### src/rtl/ram_port_arbiter.sv
// rtl/ram_port_arbiter.sv - round-robin arbiter with lock for a shared 32x8 synchronous RAM port
module ram_port_arbiter #(
    parameter int ADDR_WIDTH = 5,
    parameter int DATA_WIDTH = 8
) (
    input  logic                  clk,
    input  logic                  reset,
    input  logic                  req0,
    input  logic                  we0,
    input  logic [ADDR_WIDTH-1:0] addr0,
    input  logic [DATA_WIDTH-1:0] wdata0,
    input  logic                  lock0,
    output logic                  gnt0,
    output logic                  rvalid0,
    input  logic                  req1,
    input  logic                  we1,
    input  logic [ADDR_WIDTH-1:0] addr1,
    input  logic [DATA_WIDTH-1:0] wdata1,
    input  logic                  lock1,
    output logic                  gnt1,
    output logic                  rvalid1,
    output logic [DATA_WIDTH-1:0] rdata,
    output logic [ADDR_WIDTH-1:0] ram_address,
    output logic [DATA_WIDTH-1:0] ram_data,
    output logic                  ram_wren,
    input  logic [DATA_WIDTH-1:0] ram_q
);

    typedef enum logic [1:0] {
        IDLE = 2'd0,
        OWN0 = 2'd1,
        OWN1 = 2'd2
    } state_t;

    state_t                  state_q, state_d;
    logic                    last_winner_q, last_winner_d;
    logic [ADDR_WIDTH-1:0]   ram_address_q, ram_address_d;
    logic [DATA_WIDTH-1:0]   ram_data_q, ram_data_d;
    logic                    ram_wren_q, ram_wren_d;
    // Index 0 is the stage loaded at the grant edge, index 1 drives rvalid.
    logic [1:0]              rd_v_q, rd_v_d;
    logic [1:0]              rd_id_q, rd_id_d;

    logic                    any_gnt;
    logic                    sel_we;
    logic [ADDR_WIDTH-1:0]   sel_addr;
    logic [DATA_WIDTH-1:0]   sel_wdata;

    // Grant decision: owner-only while locked, otherwise round-robin on contention.
    always_comb begin
        gnt0 = 1'b0;
        gnt1 = 1'b0;
        if (!reset) begin
            case (state_q)
                IDLE: begin
                    if (req0 && req1) begin
                        if (last_winner_q) gnt0 = 1'b1;
                        else               gnt1 = 1'b1;
                    end else begin
                        gnt0 = req0;
                        gnt1 = req1;
                    end
                end
                OWN0:    gnt0 = req0;
                OWN1:    gnt1 = req1;
                default: ;
            endcase
        end
    end

    // Mux the winning requester's fields toward the RAM registers.
    always_comb begin
        any_gnt   = gnt0 | gnt1;
        sel_we    = gnt1 ? we1    : we0;
        sel_addr  = gnt1 ? addr1  : addr0;
        sel_wdata = gnt1 ? wdata1 : wdata0;
    end

    // Next-state for ownership, fairness pointer, RAM drive and read-tag pipeline.
    always_comb begin
        state_d       = state_q;
        last_winner_d = last_winner_q;
        if (gnt0) begin
            state_d       = lock0 ? OWN0 : IDLE;
            last_winner_d = 1'b0;
        end else if (gnt1) begin
            state_d       = lock1 ? OWN1 : IDLE;
            last_winner_d = 1'b1;
        end else if (state_q == OWN0 && !lock0) begin
            state_d = IDLE;
        end else if (state_q == OWN1 && !lock1) begin
            state_d = IDLE;
        end

        ram_address_d = any_gnt ? sel_addr  : ram_address_q;
        ram_data_d    = any_gnt ? sel_wdata : ram_data_q;
        ram_wren_d    = any_gnt & sel_we;

        rd_v_d  = {rd_v_q[0],  any_gnt & ~sel_we};
        rd_id_d = {rd_id_q[0], gnt1};
    end

    // State registers; reset drops ownership and discards in-flight reads.
    always_ff @(posedge clk or posedge reset) begin
        if (reset) begin
            state_q       <= IDLE;
            last_winner_q <= 1'b1;
            ram_address_q <= '0;
            ram_data_q    <= '0;
            ram_wren_q    <= 1'b0;
            rd_v_q        <= 2'b00;
            rd_id_q       <= 2'b00;
        end else begin
            state_q       <= state_d;
            last_winner_q <= last_winner_d;
            ram_address_q <= ram_address_d;
            ram_data_q    <= ram_data_d;
            ram_wren_q    <= ram_wren_d;
            rd_v_q        <= rd_v_d;
            rd_id_q       <= rd_id_d;
        end
    end

    assign ram_address = ram_address_q;
    assign ram_data    = ram_data_q;
    assign ram_wren    = ram_wren_q;
    assign rvalid0     = rd_v_q[1] & ~rd_id_q[1];
    assign rvalid1     = rd_v_q[1] &  rd_id_q[1];
    assign rdata       = ram_q;

endmodule

### config.mk
export PLATFORM = sky130hd
export DESIGN_NAME = ram_port_arbiter
export DESIGN_NICKNAME = d
export VERILOG_FILES = /design/src/rtl/ram_port_arbiter.sv
export SDC_FILE = /design/constraint.sdc
export NUM_CORES = 1
export LEC_CHECK = 0
export ABC_CLOCK_PERIOD_IN_PS = 2100
export CAP_MARGIN = 40
export CORE_MARGIN = 2
export CORE_UTILIZATION = 37
export CTS_BUF_LIST = sky130_fd_sc_hd__clkbuf_16
export DETAILED_ROUTE_END_ITERATION = 8
export MAX_ROUTING_LAYER = met4
export PLACE_DENSITY_LB_ADDON = 0.12
export SYNTH_ARGS = -nofsm -noshare
export SYNTH_HDL_FRONTEND = slang
export SYNTH_SLANG_ARGS = --single-unit
export TNS_END_PERCENT = 100
### constraint.sdc
create_clock -name clk -period 2.1 [get_ports clk]
set_input_delay 0.42 -clock clk [delete_from_list [all_inputs] [get_ports clk]]
set_output_delay 0.42 -clock clk [all_outputs]
set_load 0.01 [all_outputs]
==> run summary, run 1 <==
=================================================================================
Netlist area before placement ......................................      993 um2
Die Area ...........................................................     3120 um2
Static power due to leakage ........................................     0.734 nW
CTS Buffer Depth ...................................................            2
Clock latency on the worst-skew pair ...............................      0.25 ns
Hold bufs inserted after CTS .......................................            0
Area share of the largest cell type after synthesis ................        50.4%
Critical Path End Type ............................................. primary output
Number of enable flip-flop cells after synthesis ...................            0
Number of buffers created by CTS ...................................            3
Wire length of the first global-routing pass .......................      4000 um
Fin crit share .....................................................        97.5%
Reg-to-reg critical path startpoint ................................   state_q[0]
#FFs+latches synth .................................................           21
Fraction of final layout cells sized beyond drive strength 1 .......        17.3%
DRC ................................................................            0
Category of the worst setup path launch point ......................    input pin
Final design instance area without fill ............................     1580 um2
I/O Buffers ........................................................           51
Peak supply drop ...................................................     0.642 mV
Shortest clock period the worst path allows after layout ...........      2.05 ns
Layer with the highest usage .......................................         met2
Biggest fanout along the worst timing path .........................            3
CP top delay family ................................................ buffers and inverters
Startpoint of the most critical hold path ..........................   rd_id_q[0]
Layout overhead on the synthesized area ............................        59.1%
Antenna Nets Post-Route ............................................            0
Die Width ..........................................................      55.8 um
Final routed wire length divided by cell count .....................      15.6 um
WHS Path Cells .....................................................            0
Worst-case headroom to the max-slew limit ..........................        67.3%
Ordered cell list for the critical path ............................ clkdlybuf4s50_1, nor3b_4, and2_4, dlygate4sd2_1
Most common library cells after synthesis .......................... sky130_fd_sc_hd__dfrtp_1, sky130_fd_sc_hd__and3_1, sky130_fd_sc_hd__a221o_1, sky130_fd_sc_hd__buf_4
Maximum number of pins on one net before global-route repair .......           18
Final global-route overflow total ..................................            0
GR Util met2 .......................................................        25.9%
Most instantiated flip-flop cell in the synthesis netlist .......... sky130_fd_sc_hd__dfrtp_1
Number of hold violations in the final report ......................            0
Initial antenna violation count ....................................            0
Met1 global-route usage ............................................        21.5%
Final count of negative-setup-slack endpoints ......................            0
Number of pins with negative max-slew slack in the final report ....            0
Antenna diode count ................................................            0
Core region area ...................................................     2500 um2
Min-delay worst type ...............................................   reg -> reg
Synthesized instance count .........................................           78
Routed vias/inst ...................................................         5.13
Type of the setup path with the least slack ........................    in -> out
DP Area ............................................................     1500 um2
R2R setup slack ....................................................      0.60 ns
Max-cap violations .................................................            0
Max frequency ......................................................      488 MHz
Core Util, Final ...................................................        63.2%
Crit-path max cell delay ...........................................      0.52 ns
Synthesized netlist net count ......................................          120
Worst Reg-to-Reg Cells .............................................            4
Cell row count .....................................................           18
Largest area contributor in the netlist ............................ sky130_fd_sc_hd__dfrtp_1
Initial core utilization ...........................................        39.7%
Number of DRC markers after the initial detailed-route iteration ...           10
Vias in the first global route .....................................          859
Register clock-pin slew on the reported worst setup and hold paths .      0.05 ns
H-Tree Level Count .................................................            1
Post-synth ARST share ..............................................         100%
Layout filler cell count ...........................................          205
DRT Pass-1 Iters ...................................................            4
Post-synthesis cell type count .....................................           22
Die height .........................................................      55.8 um
Critical path arrival ..............................................      1.63 ns
RSZ-0062 raised after global routing ...............................        false
Pwr Density ........................................................   892 nW/um2
Slew at the pin closest to its max-slew limit ......................     0.491 ns
Library cell with the highest instance count after synthesis ....... sky130_fd_sc_hd__dfrtp_1
Fin Setup TNS ......................................................         0 ns
Sum of net half-perimeters after detailed placement ................      1820 um
Final Hold Slack ...................................................     0.345 ns
End point of the worst hold path ...................................   rd_id_q[1]
Warning count from the yosys run ...................................            0
Root cell of the clock tree ........................................ sky130_fd_sc_hd__clkbuf_16
Cells taking the most area after synthesis ......................... sky130_fd_sc_hd__dfrtp_1, sky130_fd_sc_hd__a221o_1, sky130_fd_sc_hd__and3_1
Aggregate global-route resource usage ..............................        17.0%
CP Buf/Inv Count ...................................................            2
Endpoint required time on the critical path ........................      1.68 ns
Final wirelength ...................................................      2450 um
Fraction of the yosys area taken by sequential cells ...............        53.0%
Critical R2R Capture ...............................................  ram_data[5]
TritonCTS sink count ...............................................           21
Setup Skew .........................................................   0.00165 ns
Slowest cell on crit path .......................................... sky130_fd_sc_hd__clkdlybuf4s50_1
Mean instance size in the synthesized netlist ......................     12.7 um2
Final GP Congestion ................................................        0.690
Clock tree from TritonCTS ..........................................          yes
Worst setup path startpoint ........................................         req1
Nets ...............................................................          170
Ports ..............................................................           68
Via total after detailed routing ...................................          805
Global routing usage on met3 .......................................        4.88%
Outcome ............................................................    completed
=================================================================================
[per-stage QoR]
step | cells | setup slack (ns) | total power [mW]
CTS | 157 | 0.0611 | 1.43
detailed placement | 153 | -0.167 | 1.03
finish | 157 | 0.0522 | 1.41
global placement | 153 | -0.154 | 1.02
global route | 157 | 0.0207 | 1.47
floorplan | 78 | 0.661 | 0.778
[how the worst max path moves through the flow]
stage / endpoint / slack [ns] / cells after the start
floorplan: gnt0 / 0.66 / 3
global placement: gnt0 / -0.15 / 4
detailed placement: gnt1 / -0.17 / 4
CTS: gnt1 / 0.06 / 4
global route: gnt1 / 0.02 / 4
finish: gnt1 / 0.05 / 4
[power by group]
part           total [mW]  switching (mW)  internal, mW
clock               0.385           0.132         0.253
sequential          0.566          0.0648         0.501
combinational       0.459           0.166         0.292
total                1.41           0.363          1.05
[state kept, by name, summed over array words and instances (netlist names)]
name and cells:
ram_wren 1, rd_v_q 2, state_q 2, rd_id_q 2
ram_address 5, last_winner_q 1, ram_data 8
[per-layer routing]
| layer | part of all wire [%] | wire (um) | vias up |
|---|---|---|---|
| li1 | - | - | 383 |
| met1 | 44 | 1080 | 384 |
| met2 | 48 | 1170 | 34 |
| met3 | 7.2 | 177 | 4 |
| met4 | 0.70 | 17 | 0 |
| met5 | 0 | 0 | - |
[layout by cell type (no fill, tap or decap), drive strengths merged]
cell and count:
clkdlybuf4s50 49, dfrtp 20, and3 13, a221o 13, buf 6, inv 4, clkbuf 3, nor3b 2
o22a 2, a22o 2, nor2 2, dlygate4sd2 2, nand2b 2, and2 2, nor3 1, a21o 1
nand3b 1, nor2b 1, dfstp 1
[logic make-up after synthesis]
logic type / after synthesis / synth area share [%]
AOI/OAI and AO/OA: 18 / 18.3
buffers and inverters: 15 / 10.3
DFF: 21 / 53.0
and+or+nand+nor: 24 / 18.4
[worst reg2reg max path, cell delays in order, from the launching register on]
cell and delay (ns):
sky130_fd_sc_hd__dfrtp_1 0.47, sky130_fd_sc_hd__nor3b_4 0.26, sky130_fd_sc_hd__nor3_4 0.06, sky130_fd_sc_hd__buf_4 0.20, sky130_fd_sc_hd__a221o_2 0.40
[cell type report]
type | count | area (um2) | share of cell area [%]
timing repair buffer | 57 | 553 | 35.0
multi-input combinational | 42 | 373 | 23.6
sequential | 21 | 527 | 33.3
clock inverter | 1 | 3.75 | 0.238
tap | 30 | 37.5 | 2.38
clock buffer | 3 | 75.1 | 4.75
inverter | 3 | 11.3 | 0.713
[repair_timing]
action	CTS	global route
gates resized for setup	4	0
setup endpoints to repair	2	0
setup buffers	0	0
Power figures use the tool's default switching activity.
==> run 2: changes to the inputs <==
Settings changed: CELL_PAD_IN_SITES_DETAIL_PLACEMENT set to 1, CELL_PAD_IN_SITES_GLOBAL_PLACEMENT set to 1, CORE_UTILIZATION 37 to 27.
==> run summary, run 2 (synthesis results as in run 1) <==
=====================================================================================
Outcome ................................................................    completed
Min-delay worst type ...................................................   reg -> reg
Worst-case headroom to the max-slew limit ..............................        70.5%   +3.3 points
Biggest fanout along the worst timing path .............................            3   unchanged
Category of the worst setup path launch point ..........................    input pin
Final worst setup slack ................................................    0.0887 ns   +0.0366 ns
TritonCTS sink count ...................................................           21   unchanged
Via total after detailed routing .......................................          814   +1.1%
Critical Path End Type ................................................. primary output
Number of pins with negative max-slew slack in the final report ........            0   unchanged
Vias in the first global route .........................................          956   +11%
Register clock-pin slew on the reported worst setup and hold paths .....      0.06 ns   about the same
Number of buffers created by CTS .......................................            3   unchanged
Static power due to leakage ............................................     0.729 nW   -0.62%
Fin crit share .........................................................        95.8%   -1.7 points
DRC ....................................................................            0   unchanged
Die height .............................................................      64.7 um   +16%
Sum of internal, switching and leakage power ...........................      1.42 mW   +0.89%
Wire length of the first global-routing pass ...........................      4500 um   +13%
RSZ-0062 raised after global routing ...................................        false
Number of post-CTS setup repair buffers ................................            0   unchanged
Routed vias/inst .......................................................         4.65   -9.3%
Initial antenna violation count ........................................            0   unchanged
Most frequent cells in the layout ...................................... sky130_fd_sc_hd__clkdlybuf4s50_1, sky130_fd_sc_hd__dfrtp_1, sky130_fd_sc_hd__and3_1
Final GP Congestion ....................................................        0.716   +3.8%
I/O Buffers ............................................................           51   unchanged
Startpoint of the most critical hold path ..............................    rd_v_q[0]
Root cell of the clock tree ............................................ sky130_fd_sc_hd__clkbuf_16
Pwr Density ............................................................   892 nW/um2   about the same
Most frequent standard cell in the layout excluding fill and tap cells . sky130_fd_sc_hd__clkdlybuf4s50_1
Worst setup path startpoint ............................................         req1
Number of DRC markers after the initial detailed-route iteration .......           18   +8
Clock tree from TritonCTS ..............................................          yes
Clock latency on the worst-skew pair ...................................      0.25 ns   about the same
Nets ...................................................................          170   unchanged
Endpoint required time on the critical path ............................      1.68 ns   about the same
H-Tree Level Count .....................................................            1   unchanged
Initial core utilization ...............................................        27.6%   -12 points
Hold bufs inserted after CTS ...........................................            0   unchanged
Aggregate global-route resource usage ..................................        14.5%   -2.5 points
Type of the setup path with the least slack ............................    in -> out
Antenna diode count ....................................................            0   unchanged
Reg-to-reg critical path startpoint ....................................   state_q[0]
Shortest clock period the worst path allows after layout ...............      2.01 ns   -0.0366 ns
Cell row count .........................................................           22   +4
Number of gates resized after CTS ......................................            2   -2
Peak supply drop .......................................................     0.364 mV   -43%
Ports ..................................................................           68   unchanged
Antenna Nets Post-Route ................................................            0   unchanged
Max frequency ..........................................................      497 MHz   +1.8%
Slew at the pin closest to its max-slew limit ..........................     0.442 ns   -0.0484 ns
Minimum setup slack after placement ....................................    -0.189 ns   -0.0227 ns
Maximum number of pins on one net before global-route repair ...........           18   unchanged
Fraction of final layout cells sized beyond drive strength 1 ...........        17.3%   unchanged
Final routed wire length divided by cell count .........................      15.3 um   -2.1%
Final global-route overflow total ......................................            0   unchanged
Flip-flop count of the largest register, all copies and words added ....            8   unchanged
DRT Pass-1 Iters .......................................................            3   -1
Max-cap violations .....................................................            0   unchanged
Setup Skew .............................................................   0.00307 ns   +0.00142 ns
Die Width ..............................................................      64.7 um   +16%
Critical path arrival ..................................................      1.59 ns   -0.04 ns
Number of hold violations in the final report ..........................            0   unchanged
CTS Buffer Depth .......................................................            2   unchanged
Core region area .......................................................     3610 um2   +44%
Final count of negative-setup-slack endpoints ..........................            0   unchanged
Sum of net half-perimeters after detailed placement ....................      1950 um   +7.2%
Final wirelength .......................................................      2670 um   +9.2%
Die Area ...............................................................     4180 um2   +34%
Fin Setup TNS ..........................................................         0 ns   unchanged
Layout overhead on the synthesized area ................................        60.6%
=====================================================================================
[run 2: metal layers]
metal | GRT usage [%] | vias to the layer above | wire, um
met3 | 3.30 | 6 | 136
li1 | - | 383 | -
met5 | - | - | 0
met1 | 17.4 | 394 | 1180
met4 | 4.79 | 0 | 31
met2 | 24.1 | 31 | 1320
[run 2: cell type report]
cell class / count / area (um2)
multi-input cells: 42 / 364
flip-flops and latches: 21 / 527
inverters: 3 / 11.3
clock buffers: 3 / 75.1
well taps: 48 / 60.1
repair buffers: 57 / 553
fillers: 399 / 2010
clock inverters: 1 / 5.00
[run 2: worst paths after layout]
path	to	slack (ns)	depth (start not counted)
worst max register to register	ram_data[6]	0.63	4
worst max-delay path	gnt1	0.09	4
max in group asynchronous	rd_id_q[1]	1.01	3
worst min register to register	rd_v_q[1]	0.36	0
min in group asynchronous	ram_address[1]	0.59	2
worst min-delay path	rd_v_q[1]	0.36	0
[run 2: worst max-delay path, stage by stage]
cell and delay (ns):
sky130_fd_sc_hd__clkdlybuf4s50_1 0.51, sky130_fd_sc_hd__nor3b_2 0.20, sky130_fd_sc_hd__and2_1 0.19, sky130_fd_sc_hd__dlygate4sd2_1 0.28
[run 2: where the power goes]
part           internal (mW)  switching, mW
sequential             0.501         0.0661
combinational          0.289          0.167
clock                  0.255          0.144
[run 2: through the flow]
stage	cell area (um2)	instances	hold slack [ns]	util [%]
after floorplan	993	78	0.331	-
after global placement	1520	171	0.332	42.1
after detailed placement	1520	171	0.336	42.1
after CTS	1600	175	0.363	44.2
after global routing	1600	175	0.375	44.2
final	1600	175	0.359	44.2
==> patch 1 (settings of run 1) <==
The parameter `DATA_WIDTH` goes from 8 to 10.
--- a/src/rtl/ram_port_arbiter.sv
+++ b/src/rtl/ram_port_arbiter.sv
@@ -1,7 +1,7 @@
 // rtl/ram_port_arbiter.sv - round-robin arbiter with lock for a shared 32x8 synchronous RAM port
 module ram_port_arbiter #(
     parameter int ADDR_WIDTH = 5,
-    parameter int DATA_WIDTH = 8
+    parameter int DATA_WIDTH = 10
 ) (
     input  logic                  clk,
     input  logic                  reset,
Ports: changed (5 resized); port bits go from 68 to 78. The function was not compared with the original's and may differ.
==> patch 1 against run 1 <==
  * Cell count increased by 57%
  * Critical endpoint is now gnt0
  * First-iteration DRC count increased to 11 times the old value
  * Combinational power increased by 13%
  * Total power increased by 6.5%
  * Via count increased by 67%
  * Setup slack improved by 0.026 ns
  * Sequential cell count increased by 2
  * Wire length increased by 59%
  * Largest cell class unchanged
  * Area after synthesis increased by 47%
  * Register-to-register slack got worse by 0.17 ns
  * Final area increased by 34%
  * Sequential share of layout area decreased by 6.0 points
  * Count of clock-buffer cells in the layout unchanged
  * Die area increased by 44%
==> patch 1: results (changes against run 1) <==
[status]
outcome = completed  ; unchanged

[logic_synthesis]
post_synth.cell_area_avg_sq_um = 9.703  ; was 12.74 sq um
syn_nets = 199  ; was 120
ys_top_cells_by_count = 22 x dfrtp_1, 16 x inv_1, 15 x a221oi_1, 15 x a22oi_1, 12 x buf_4  ; was 20 x dfrtp_1, 13 x and3_1, 10 x a221o_1
synthDistinctLibCells = 27  ; was 22
ys_warn_count = 0  ; unchanged
ys_async_sr_fraction = 1.000  ; unchanged
ys_seq_area_frac = 0.3937  ; was 0.5302
yosys-top-cells-area = dfrtp_1 38%, a221oi_1 9.0%, and4bb_2 8.5%, a22oi_1 7.7%, buf_4 6.1%  ; was dfrtp_1 50%, a221o_1 10%, and3_1 8.2%, buf_4 6.0%, a221o_2 3.4%

[final_layout]
nFillCells = 341  ; was 205
regArea_sq_um = 576.8  ; was 526.8 sq um
drive_above_1_share = 0.1667  ; was 0.1732
n_antenna_cell = 0  ; unchanged
largest_reg_flops = 10  ; was 8
fin_nets = 247  ; was 170

[cts]
cts_setup_buffers = 0  ; unchanged
clkTransAtPathRegs_ns = 0.06
worstSkewPairLatency_ns = 0.26
h-tree-depth = 1  ; unchanged
cts_root_buf = clkbuf_16  ; unchanged
numCtsBuffers = 3  ; unchanged
cts_buffer_depth = 2  ; unchanged
cts-resized-gates = 4  ; unchanged

[detailed_routing]
vias = 1346  ; was 805
drt_pass1_iterations = 4  ; unchanged
wire_per_inst_microns = 15.79  ; was 15.58 microns
wirelength_microns = 3885  ; was 2446 microns
drtIter0Drc = 110  ; was 10

[timing]
worstMarginPinSlew_ns = 0.5834  ; was 0.4907 ns
clock_skew_ns = 0.001850  ; was 0.001652 ns

[place]
dp_slack_ns = -0.2948  ; was -0.1667 ns
portBuffers = 57  ; was 51
dp_hpwl_microns = 2781  ; was 1821 microns
dp.cells = 242  ; was 153
placed_area_sq_mm = 0.002028  ; was 0.001495 sq mm
gp_congestion = 0.7399  ; was 0.6897

[pwr]
power_mw = 1.502  ; was 1.410 mW
irDropWorstVdd_mv = 0.4711  ; was 0.6417 mV
power_leakage_nw = 0.9214  ; was 0.7338 nW
comb-power_mw = 0.520  ; was 0.459 mW
power_switching_share = 0.2885  ; was 0.2577
pwr-share-clk = 0.279  ; was 0.273

[grt]
grt_antenna_before_repair = 0  ; unchanged
grt_max_degree = 36  ; was 18
grtUsageTotal = 0.1775  ; was 0.1702
grt_pass1_wl_microns = 5796  ; was 3995 microns
first_global_vias = 1155  ; was 859

[setup_path]
cp.arrival_ns = 1.60  ; was 1.63 ns
worstPathMaxFanout = 2  ; was 3

[floorplan]
dieArea_sq_mm = 0.004479  ; was 0.003115 sq mm

[hold_path]
hp-class = reg2reg  ; unchanged

[patch 1: logic make-up (layout without fill, tap and decap cells)]
group	count (synthesis)	in the layout	synth area share
AOI/OAI and AO/OA	52	52	0.2545
buffers and inverters	44	91	0.1588
DFF	23	23	0.3937
and+or+nand+nor	32	32	0.1930
[patch 1: layout make-up]
cell class | count | share of cell area
Clock buffer | 3 | 0.03552
Sequential cell | 23 | 0.2729
Clock inverter | 1 | 0.002368
Multi-Input combinational cell | 84 | 0.3150
Tap cell | 48 | 0.02842
Inverter | 16 | 0.02842
Timing Repair Buffer | 71 | 0.3173
[patch 1: worst max-delay path, stage by stage]
cell             delay [ns]
clkdlybuf4s50_1        0.42
buf_4                  0.14
nor3b_2                0.15
nor3_2                 0.21
clkdlybuf4s15_1        0.27
[patch 1: layer usage]
metal  global-route usage  share of wire  vias to the layer above
met4              0.03571         0.0046                        0
met3              0.05068          0.076                        2
li1                     -              -                      646
met1               0.2285           0.44                      648
met5                    -              0                        -
met2               0.2800           0.48                       50
[patch 1: worst paths after layout]
path / start / to / slack (ns) / cells past startpoint
hold reg to reg: rd_id_q[0]$_DFF_PP0_ / rd_id_q[1]$_DFF_PP0_ / 0.36 / 0
hold / removal: rd_id_q[0]$_DFF_PP0_ / rd_id_q[1]$_DFF_PP0_ / 0.36 / 0
setup / recovery: req1 / gnt0 / 0.08 / 5
setup reg to reg: state_q[1]$_DFFE_PP0P_ / rd_v_q[0]$_DFF_PP0_ / 0.43 / 4
max in group asynchronous: reset / ram_address[1]$_DFFE_PP0P_ / 0.81 / 5
min in group asynchronous: reset / state_q[1]$_DFFE_PP0P_ / 0.78 / 4
==> patch 2 (settings of run 1) <==
Without the edit above. Encoding of `state_t`: now one-hot (3 bits for 3 states).
--- a/src/rtl/ram_port_arbiter.sv
+++ b/src/rtl/ram_port_arbiter.sv
@@ -26,10 +26,10 @@
     input  logic [DATA_WIDTH-1:0] ram_q
 );
 
-    typedef enum logic [1:0] {
-        IDLE = 2'd0,
-        OWN0 = 2'd1,
-        OWN1 = 2'd2
+    typedef enum logic [2:0] {
+        IDLE = 3'b001,
+        OWN0 = 3'b010,
+        OWN1 = 3'b100
     } state_t;
 
     state_t                  state_q, state_d;
Formal check against the unedited RTL: no difference found for any inputs over 10 cycles, from zero or initial values and one cycle with reset high; not proved beyond that.
==> patch 2 against run 1 <==
  * Critical path type is now reg2out
  * Fmax up 1.0%
  * Worst hold slack better by 0.0016 ns
  * Area after synthesis up 28%
  * Final area up 23%
  * Setup slack better by 0.021 ns
  * Largest power group is now combinational cells
  * Register-to-register slack worse by 0.09 ns
  * Count of clock-buffer cells in the layout unchanged
  * Sequential share of layout area down 5.0 points
  * Wire length up 39%
  * Total power up 86%
  * Clock power up 3%
  * Sequential cell count up 1
==> patch 2: results (changes against run 1) <==
[setup_path]
rr_endpoint = rd_v_q[0]$_DFF_PP0_  ; was ram_data[5]$_DFFE_PP0P_
crit_start = state_q[0]$_DFFE_PP1P_  ; was req1
worstPathMaxFanout = 8  ; was 3

[place]
gp_congestion = 0.8063  ; was 0.6897
dp.cells = 231  ; was 153
dp_hpwl_microns = 2511  ; was 1821 microns

[grt]
first_global_vias = 1194  ; was 859
grt_use_met3 = 0.04505  ; was 0.04884
grt_use_met1 = 0.2509  ; was 0.2151
grtUsageTotal = 0.1903  ; was 0.1702
grt_pass1_wl_microns = 5768  ; was 3995 microns

[final_layout]
instances_no_fill = 235  ; was 157
drive_above_1_share = 0.2169  ; was 0.1732

[pwr]
power_mw = 2.623  ; was 1.410 mW
power_leakage_nw = 0.7996  ; was 0.7338 nW
pwr_density_cell_mw_per_mm2 = 1345  ; was 892.4 mW/mm^2
irDropWorstVdd_mv = 0.5950  ; was 0.6417 mV
comb-power_mw = 1.45  ; was 0.459 mW
pwr-share-seq = 0.298  ; was 0.402

[detailed_routing]
drtIter0Drc = 30  ; was 10
wirelength_microns = 3390  ; was 2446 microns
wl_met3_microns = 182  ; was 177 microns
wl_met1_microns = 1577  ; was 1083 microns
wl_met2_microns = 1613  ; was 1168 microns

[logic_synthesis]
ys_seq_area_frac = 0.4359  ; was 0.5302
synth_mux_area_frac = 0.01972  ; was 0
ys_top_cells_by_count = 20 x dfrtp_1, 14 x nand3_1, 14 x nor3_1  ; was 20 x dfrtp_1, 13 x and3_1, 10 x a221o_1
synthDistinctLibCells = 35  ; was 22

[timing]
whs_ns = 0.3468  ; was 0.3452 ns
maxSlewHeadroom = 0.7883  ; was 0.6725
period_minus_slack_ns = 2.027  ; was 2.048 ns
clock_skew_ns = 0.004560  ; was 0.001652 ns

[status]
outcome = completed  ; unchanged

-- patch 2: changes by cell type in the layout (fill, tap and decap cells not counted), moves of 10 or more --
cell | before | now
and3_1 | 13 | 1
nand3_1 | 0 | 14
nor3_1 | 0 | 14
a31oi_1 | 0 | 13
a221o_1 | 10 | 0
buf_4 | 6 | 20
-- patch 2: layout make-up --
| class | instances | share of cell area |
|---|---|---|
| Multi-Input combinational cell | 90 | 0.3060 |
| Clock buffer | 3 | 0.03849 |
| Clock inverter | 1 | 0.001924 |
| Inverter | 2 | 0.003849 |
| Tap cell | 46 | 0.02951 |
| Timing Repair Buffer | 71 | 0.3368 |
| Sequential cell | 22 | 0.2835 |
-- patch 2: worst max-delay path, stage by stage, from the launching register on --
cell	delay, ns
dfstp_2	0.65
mux2_4	0.34
nand2_4	0.06
inv_2	0.03
dlygate4sd2_1	0.27
-- patch 2: timing repair --
item | CTS | global route
pin swaps | 0 | 0
endpoints found under the setup margin | 2 | 2
resized for setup | 5 | 2
gates cloned | 0 | 0
